File: src/rtl/seq_shift_unit.sv
// -----------------------------------------------------------------------------
// seq_shift_unit
//
// Multi-cycle shift/rotate engine. One bit position is shifted per clock, so
// datapaths that cannot afford a barrel shifter can share this unit through a
// valid/ready handshake on both sides.
//
// Operations (in_op): 0 SLL, 1 SRL, 2 SRA, 3 SLA, 4 ROL, 5 ROR,
//                     6/7 reserved (operand passes through after amt cycles).
//
// Optional feature macro: SHIFT_SAT_EN
//   defined   : SLA tracks sticky overflow, saturates the result to the most
//               positive/negative value of the original sign, drives out_ovf.
//   undefined : SLA behaves as SLL and out_ovf is tied to 0.
//
// Ports:
//   clk        in   clock, rising edge
//   rst        in   synchronous active-high reset
//   in_valid   in   request present
//   in_ready   out  unit idle and able to accept (combinational: state, rst)
//   in_data    in   signed operand
//   in_amt     in   shift amount, 0..WIDTH-1
//   in_op      in   operation code
//   out_valid  out  result present (registered)
//   out_ready  in   consumer accepts result
//   out_data   out  signed result (registered)
//   out_ovf    out  SLA overflow flag (registered)
// -----------------------------------------------------------------------------
module seq_shift_unit #(
    parameter int unsigned WIDTH = 8,
    parameter int unsigned AMT_W = 3
) (
    input  logic                    clk,
    input  logic                    rst,
    input  logic                    in_valid,
    output logic                    in_ready,
    input  logic signed [WIDTH-1:0] in_data,
    input  logic [AMT_W-1:0]        in_amt,
    input  logic [2:0]              in_op,
    output logic                    out_valid,
    input  logic                    out_ready,
    output logic signed [WIDTH-1:0] out_data,
    output logic                    out_ovf
);

    localparam logic [2:0] OP_SLL = 3'd0;
    localparam logic [2:0] OP_SRL = 3'd1;
    localparam logic [2:0] OP_SRA = 3'd2;
    localparam logic [2:0] OP_SLA = 3'd3;
    localparam logic [2:0] OP_ROL = 3'd4;
    localparam logic [2:0] OP_ROR = 3'd5;

    typedef enum logic [1:0] {StIdle, StShift, StDone} state_t;

    state_t             r_state, w_state_d;
    logic [WIDTH-1:0]   r_data, w_data_d;
    logic [2:0]         r_op, w_op_d;
    logic [AMT_W-1:0]   r_cnt, w_cnt_d;
    logic               r_out_valid, w_out_valid_d;
    logic [WIDTH-1:0]   r_out_data, w_out_data_d;
    logic [WIDTH-1:0]   w_step;

`ifdef SHIFT_SAT_EN
    logic               r_sign, w_sign_d;
    logic               r_ovf, w_ovf_d;
    logic               r_out_ovf, w_out_ovf_d;
    logic [WIDTH-1:0]   w_sat;

    // Saturation target follows the sign of the operand as accepted.
    assign w_sat = r_sign ? {1'b1, {(WIDTH-1){1'b0}}} : {1'b0, {(WIDTH-1){1'b1}}};
`endif

    // One single-bit step of the captured operation.
    always_comb begin
        w_step = r_data;
        unique case (r_op)
            OP_SLL, OP_SLA: w_step = {r_data[WIDTH-2:0], 1'b0};
            OP_SRL:         w_step = {1'b0, r_data[WIDTH-1:1]};
            OP_SRA:         w_step = {r_data[WIDTH-1], r_data[WIDTH-1:1]};
            OP_ROL:         w_step = {r_data[WIDTH-2:0], r_data[WIDTH-1]};
            OP_ROR:         w_step = {r_data[0], r_data[WIDTH-1:1]};
            default:        w_step = r_data;
        endcase
    end

    // Next-state and next-output logic.
    always_comb begin
        w_state_d     = r_state;
        w_data_d      = r_data;
        w_op_d        = r_op;
        w_cnt_d       = r_cnt;
        w_out_valid_d = r_out_valid;
        w_out_data_d  = r_out_data;
`ifdef SHIFT_SAT_EN
        w_sign_d      = r_sign;
        w_ovf_d       = r_ovf;
        w_out_ovf_d   = r_out_ovf;
`endif
        unique case (r_state)
            StIdle: begin
                if (in_valid && in_ready) begin
                    w_data_d = in_data;
                    w_op_d   = in_op;
                    w_cnt_d  = in_amt;
`ifdef SHIFT_SAT_EN
                    w_sign_d = in_data[WIDTH-1];
                    w_ovf_d  = 1'b0;
`endif
                    if (in_amt == '0) begin
                        // Zero amount: result is the operand, no overflow possible.
                        w_state_d     = StDone;
                        w_out_valid_d = 1'b1;
                        w_out_data_d  = in_data;
`ifdef SHIFT_SAT_EN
                        w_out_ovf_d   = 1'b0;
`endif
                    end else begin
                        w_state_d = StShift;
                    end
                end
            end
            StShift: begin
                w_data_d = w_step;
                w_cnt_d  = r_cnt - AMT_W'(1);
`ifdef SHIFT_SAT_EN
                // Sign change on a left step means the value no longer fits.
                if ((r_op == OP_SLA) && (r_data[WIDTH-1] != r_data[WIDTH-2])) begin
                    w_ovf_d = 1'b1;
                end
`endif
                if (r_cnt == AMT_W'(1)) begin
                    w_state_d     = StDone;
                    w_out_valid_d = 1'b1;
`ifdef SHIFT_SAT_EN
                    w_out_data_d  = w_ovf_d ? w_sat : w_step;
                    w_out_ovf_d   = w_ovf_d;
`else
                    w_out_data_d  = w_step;
`endif
                end
            end
            StDone: begin
                if (out_ready) begin
                    w_state_d     = StIdle;
                    w_out_valid_d = 1'b0;
                end
            end
            default: begin
                w_state_d     = StIdle;
                w_out_valid_d = 1'b0;
            end
        endcase
    end

    always_ff @(posedge clk) begin
        if (rst) begin
            r_state     <= StIdle;
            r_data      <= '0;
            r_op        <= '0;
            r_cnt       <= '0;
            r_out_valid <= 1'b0;
            r_out_data  <= '0;
        end else begin
            r_state     <= w_state_d;
            r_data      <= w_data_d;
            r_op        <= w_op_d;
            r_cnt       <= w_cnt_d;
            r_out_valid <= w_out_valid_d;
            r_out_data  <= w_out_data_d;
        end
    end

`ifdef SHIFT_SAT_EN
    always_ff @(posedge clk) begin
        if (rst) begin
            r_sign    <= 1'b0;
            r_ovf     <= 1'b0;
            r_out_ovf <= 1'b0;
        end else begin
            r_sign    <= w_sign_d;
            r_ovf     <= w_ovf_d;
            r_out_ovf <= w_out_ovf_d;
        end
    end

    assign out_ovf = r_out_ovf;
`else
    assign out_ovf = 1'b0;
`endif

    assign in_ready  = (r_state == StIdle) && !rst;
    assign out_valid = r_out_valid;
    assign out_data  = r_out_data;

endmodule

File: config.mk
export PLATFORM = sky130hd
export DESIGN_NAME = seq_shift_unit
export DESIGN_NICKNAME = d
export VERILOG_FILES = /design/src/rtl/seq_shift_unit.sv
export SDC_FILE = /design/constraint.sdc
export NUM_CORES = 1
export LEC_CHECK = 0
export ABC_AREA = 1
export BUFFER_PORTS_ARGS = -buffer_cell sky130_fd_sc_hd__buf_2
export CAP_MARGIN = 25
export CORE_MARGIN = 10
export CORE_UTILIZATION = 50
export CTS_CLUSTER_DIAMETER = 80
export DETAILED_ROUTE_END_ITERATION = 6
export GPL_ROUTABILITY_DRIVEN = 1
export PLACE_DENSITY = 0.83
export SETUP_SLACK_MARGIN = 0.4
export SLEW_MARGIN = 30
export SYNTH_ARGS = -nofsm -noshare
export SYNTH_HDL_FRONTEND = slang
export SYNTH_SLANG_ARGS = --single-unit
File: constraint.sdc
create_clock -name clk -period 3.8 [get_ports clk]
set_input_delay 0.95 -clock clk [delete_from_list [all_inputs] [get_ports clk]]
set_output_delay 0.95 -clock clk [all_outputs]
set_load 0.01 [all_outputs]
==> flow_metrics.py <==
metrics = {
    "power_and_ir_drop": {
        "power.density_mw_per_mm2": 425,
        "p_sw_w": 0.000255,
        "p_int_w": 0.000426,
        "combPwrFrac_pct": 34.3,
        "swShare_pct": 37.4,
        "p_clk_share_pct": 17.9,
        "peakVddDrop_uv": 275,
        "p_leak_nw": 0.878,
        "seq_power_share_pct": 47.8,
    },
    "clocking": {
        "cts_tree": "done",
        "root_buffer": "clkbuf_4",
        "clk_path_buf_depth": 2,
        "post_cts_buffers": 0,
        "clkTransAtPathRegs_ns": 0.13,
        "cts_buffers": 3,
        "cts_hold_buffers": 0,
        "h-tree-depth": 1,
        "clkSinkCount": 25,
        "post_cts_resized": 0,
        "insertion_delay_ns": 0.33,
    },
    "worst_setup_path": {
        "cp.arrival_ns": 1.57,
        "path_class": "input pin to output port",
        "worstPathRequired_ns": 2.85,
        "endpoint_kind": "output port",
        "startpoint_type": "input pin",
        "crit_fanout": 23,
    },
    "cells_and_area": {
        "fin_cells": 278,
        "final_common_cell": "nand2_1",
        "fin_util_pct": 58.1,
        "mostFrequentLayoutCells": "nand2_1, inv_1, nand3_1, buf_2, dfxtp_1",
        "fillers": 272,
        "layout.nets": 268,
        "area.growth.synth_to_final_pct": 10.4,
        "diodes": 0,
        "final_layout_size_suffix_gt1_share_pct": 19.4,
    },
    "outcome": {
        "status": "completed",
    },
    "timing": {
        "fin_crit_ns": 2.52,
        "fmax_mhz": 397,
        "whs_ns": 0.484,
        "setup_tns_ns": 0,
        "timing.final.crit_share_pct": 66.3,
        "final-setup-viol-count": 0,
        "maxSlewViolCount": 0,
        "finalHoldViolCount": 0,
        "finClkSkew_ns": 0.00422,
        "rsz0062_at_grt": "false",
    },
    "yosys": {
        "ys_async_sr_fraction_pct": 0,
        "ys_types": 27,
        "yosysWarnings": 0,
        "synth_edf_count": 0,
        "synth_area_mm2": 0.00145,
        "synth_top_area_share_pct": 34.5,
        "synthCells": 224,
        "synthTopCellsByArea": "dfxtp_1, nand2_1, inv_1",
        "synthFlopType": "dfxtp_1",
        "syn_nets": 244,
        "ys_ff_latch": 25,
        "synth.avg_cell_area_um2": 6.48,
        "synth_seq_area_share_pct": 34.5,
        "yosysTopAreaCell": "dfxtp_1",
    },
    "worst_hold_path": {
        "hold_class": "flop to flop",
    },
    "global_route": {
        "grt.overflow.total": 0,
        "antenna_found_initial": 0,
        "first_global_vias": 1343,
        "grt_first_pass_wirelength_um": 5550,
        "gr-usage-all-layers_pct": 12.5,
        "grt_max_degree": 24,
    },
    "drt": {
        "route.met2.wl_um": 1420,
        "m1WireLength_um": 1380,
        "ant_nets": 0,
        "drt_iter0_markers": 103,
        "drtPass1Iterations": 4,
        "dr_wl_met3_um": 213,
        "dr_total_vias": 1375,
        "drc": 0,
        "top_layer": "met4",
        "drt-total-wl_um": 3090,
        "wire_per_inst_um": 11.1,
        "vias_per_cell": 4.95,
    },
    "floorplan": {
        "num_io_pins": 29,
        "num_rows": 19,
        "die_w_um": 73.9,
        "die_area_mm2": 0.00546,
        "start_util_pct": 52.6,
        "core_area_mm2": 0.00276,
        "die_y_um": 73.9,
    },
    "placement": {
        "port_buffers": 27,
        "place_inst": 274,
        "routabilityCongestion": 0.843,
        "dp_hpwl_um": 2320,
    },
    "flow_run": {
        "drv_cap": 0,
    },
}
power by group through the flow:
stage | Sequential, W | Clock [W] | Combinational [W]
6_report | 0.000326 | 0.000122 | 0.000234
5_1_grt | 0.000330 | 0.000133 | 0.000275
4_1_cts | 0.000326 | 0.000126 | 0.000236
3_5_place_dp | 0.000332 | 0 | 0.000235
3_3_place_gp | 0.000330 | 0 | 0.000231
2_1_floorplan | 0.000332 | 0 | 0.000185
layout make-up:
type                       count  area [um^2]  share of cell area [%]
timing repair buffer          27          135                    8.43
sequential                    25          500                    31.2
clock buffer                   4         26.3                    1.64
multi-input combinational    149          744                    46.4
inverter                      42          158                    9.84
tap                           31         38.8                    2.42
Yosys cell counts, types with 3 or more instances:
cell,count
nand2_1,51
inv_1,36
nand3_1,27
dfxtp_1,25
a21oi_1,20
nor2_1,19
inv_2,6
o21ai_1,6
nand4_1,5
a21oi_2,3
buf_2,3
o31ai_1,3
final timing paths:
path / start / endpoint / slack (ns) / cells past startpoint
worst min register to register: out_valid / out_valid / 0.48 / 2
worst max register to register: r_cnt[1] / out_data[0] / 2.32 / 9
worst min-delay path: out_valid / out_valid / 0.48 / 2
worst max-delay path: rst / in_ready / 1.28 / 3
routing by layer:
layer | vias to the layer above | GRT usage, %
met5 | - | 0
met2 | 42 | 19.4
li1 | 747 | -
met4 | 0 | 8.70
met1 | 581 | 15.0
met3 | 5 | 2.29
cell families after synthesis:
logic type               synth area share [%]
AO/OA/AOI/OAI                            13.9
XOR/XNOR                                0.604
adder cells (fa/ha/maj)                  1.72
buffers and inverters                    14.2
flip-flops                               34.5
other                                   0.258
AND/OR/NAND/NOR                          34.8
metrics by stage:
stage	total power [W]	instance area [um^2]	setup WS [ns]
finish	0.000681	1600	1.28
global route	0.000738	1600	1.20
CTS	0.000687	1600	1.27
detailed placement	0.000566	1580	1.28
global placement	0.000562	1580	1.28
floorplan	0.000517	1450	1.48
registers in the layout (all words and copies together), names as in the netlist:
name,flops
out_data,8
r_data,8
r_cnt,3
r_op,3
r_state,2
out_valid,1
worst max-delay path: stages:
cell and delay (ns):
buf_2 0.38, nor2_1 0.09, buf_2 0.15
No activity file was read; power rests on OpenSTA's default activity.
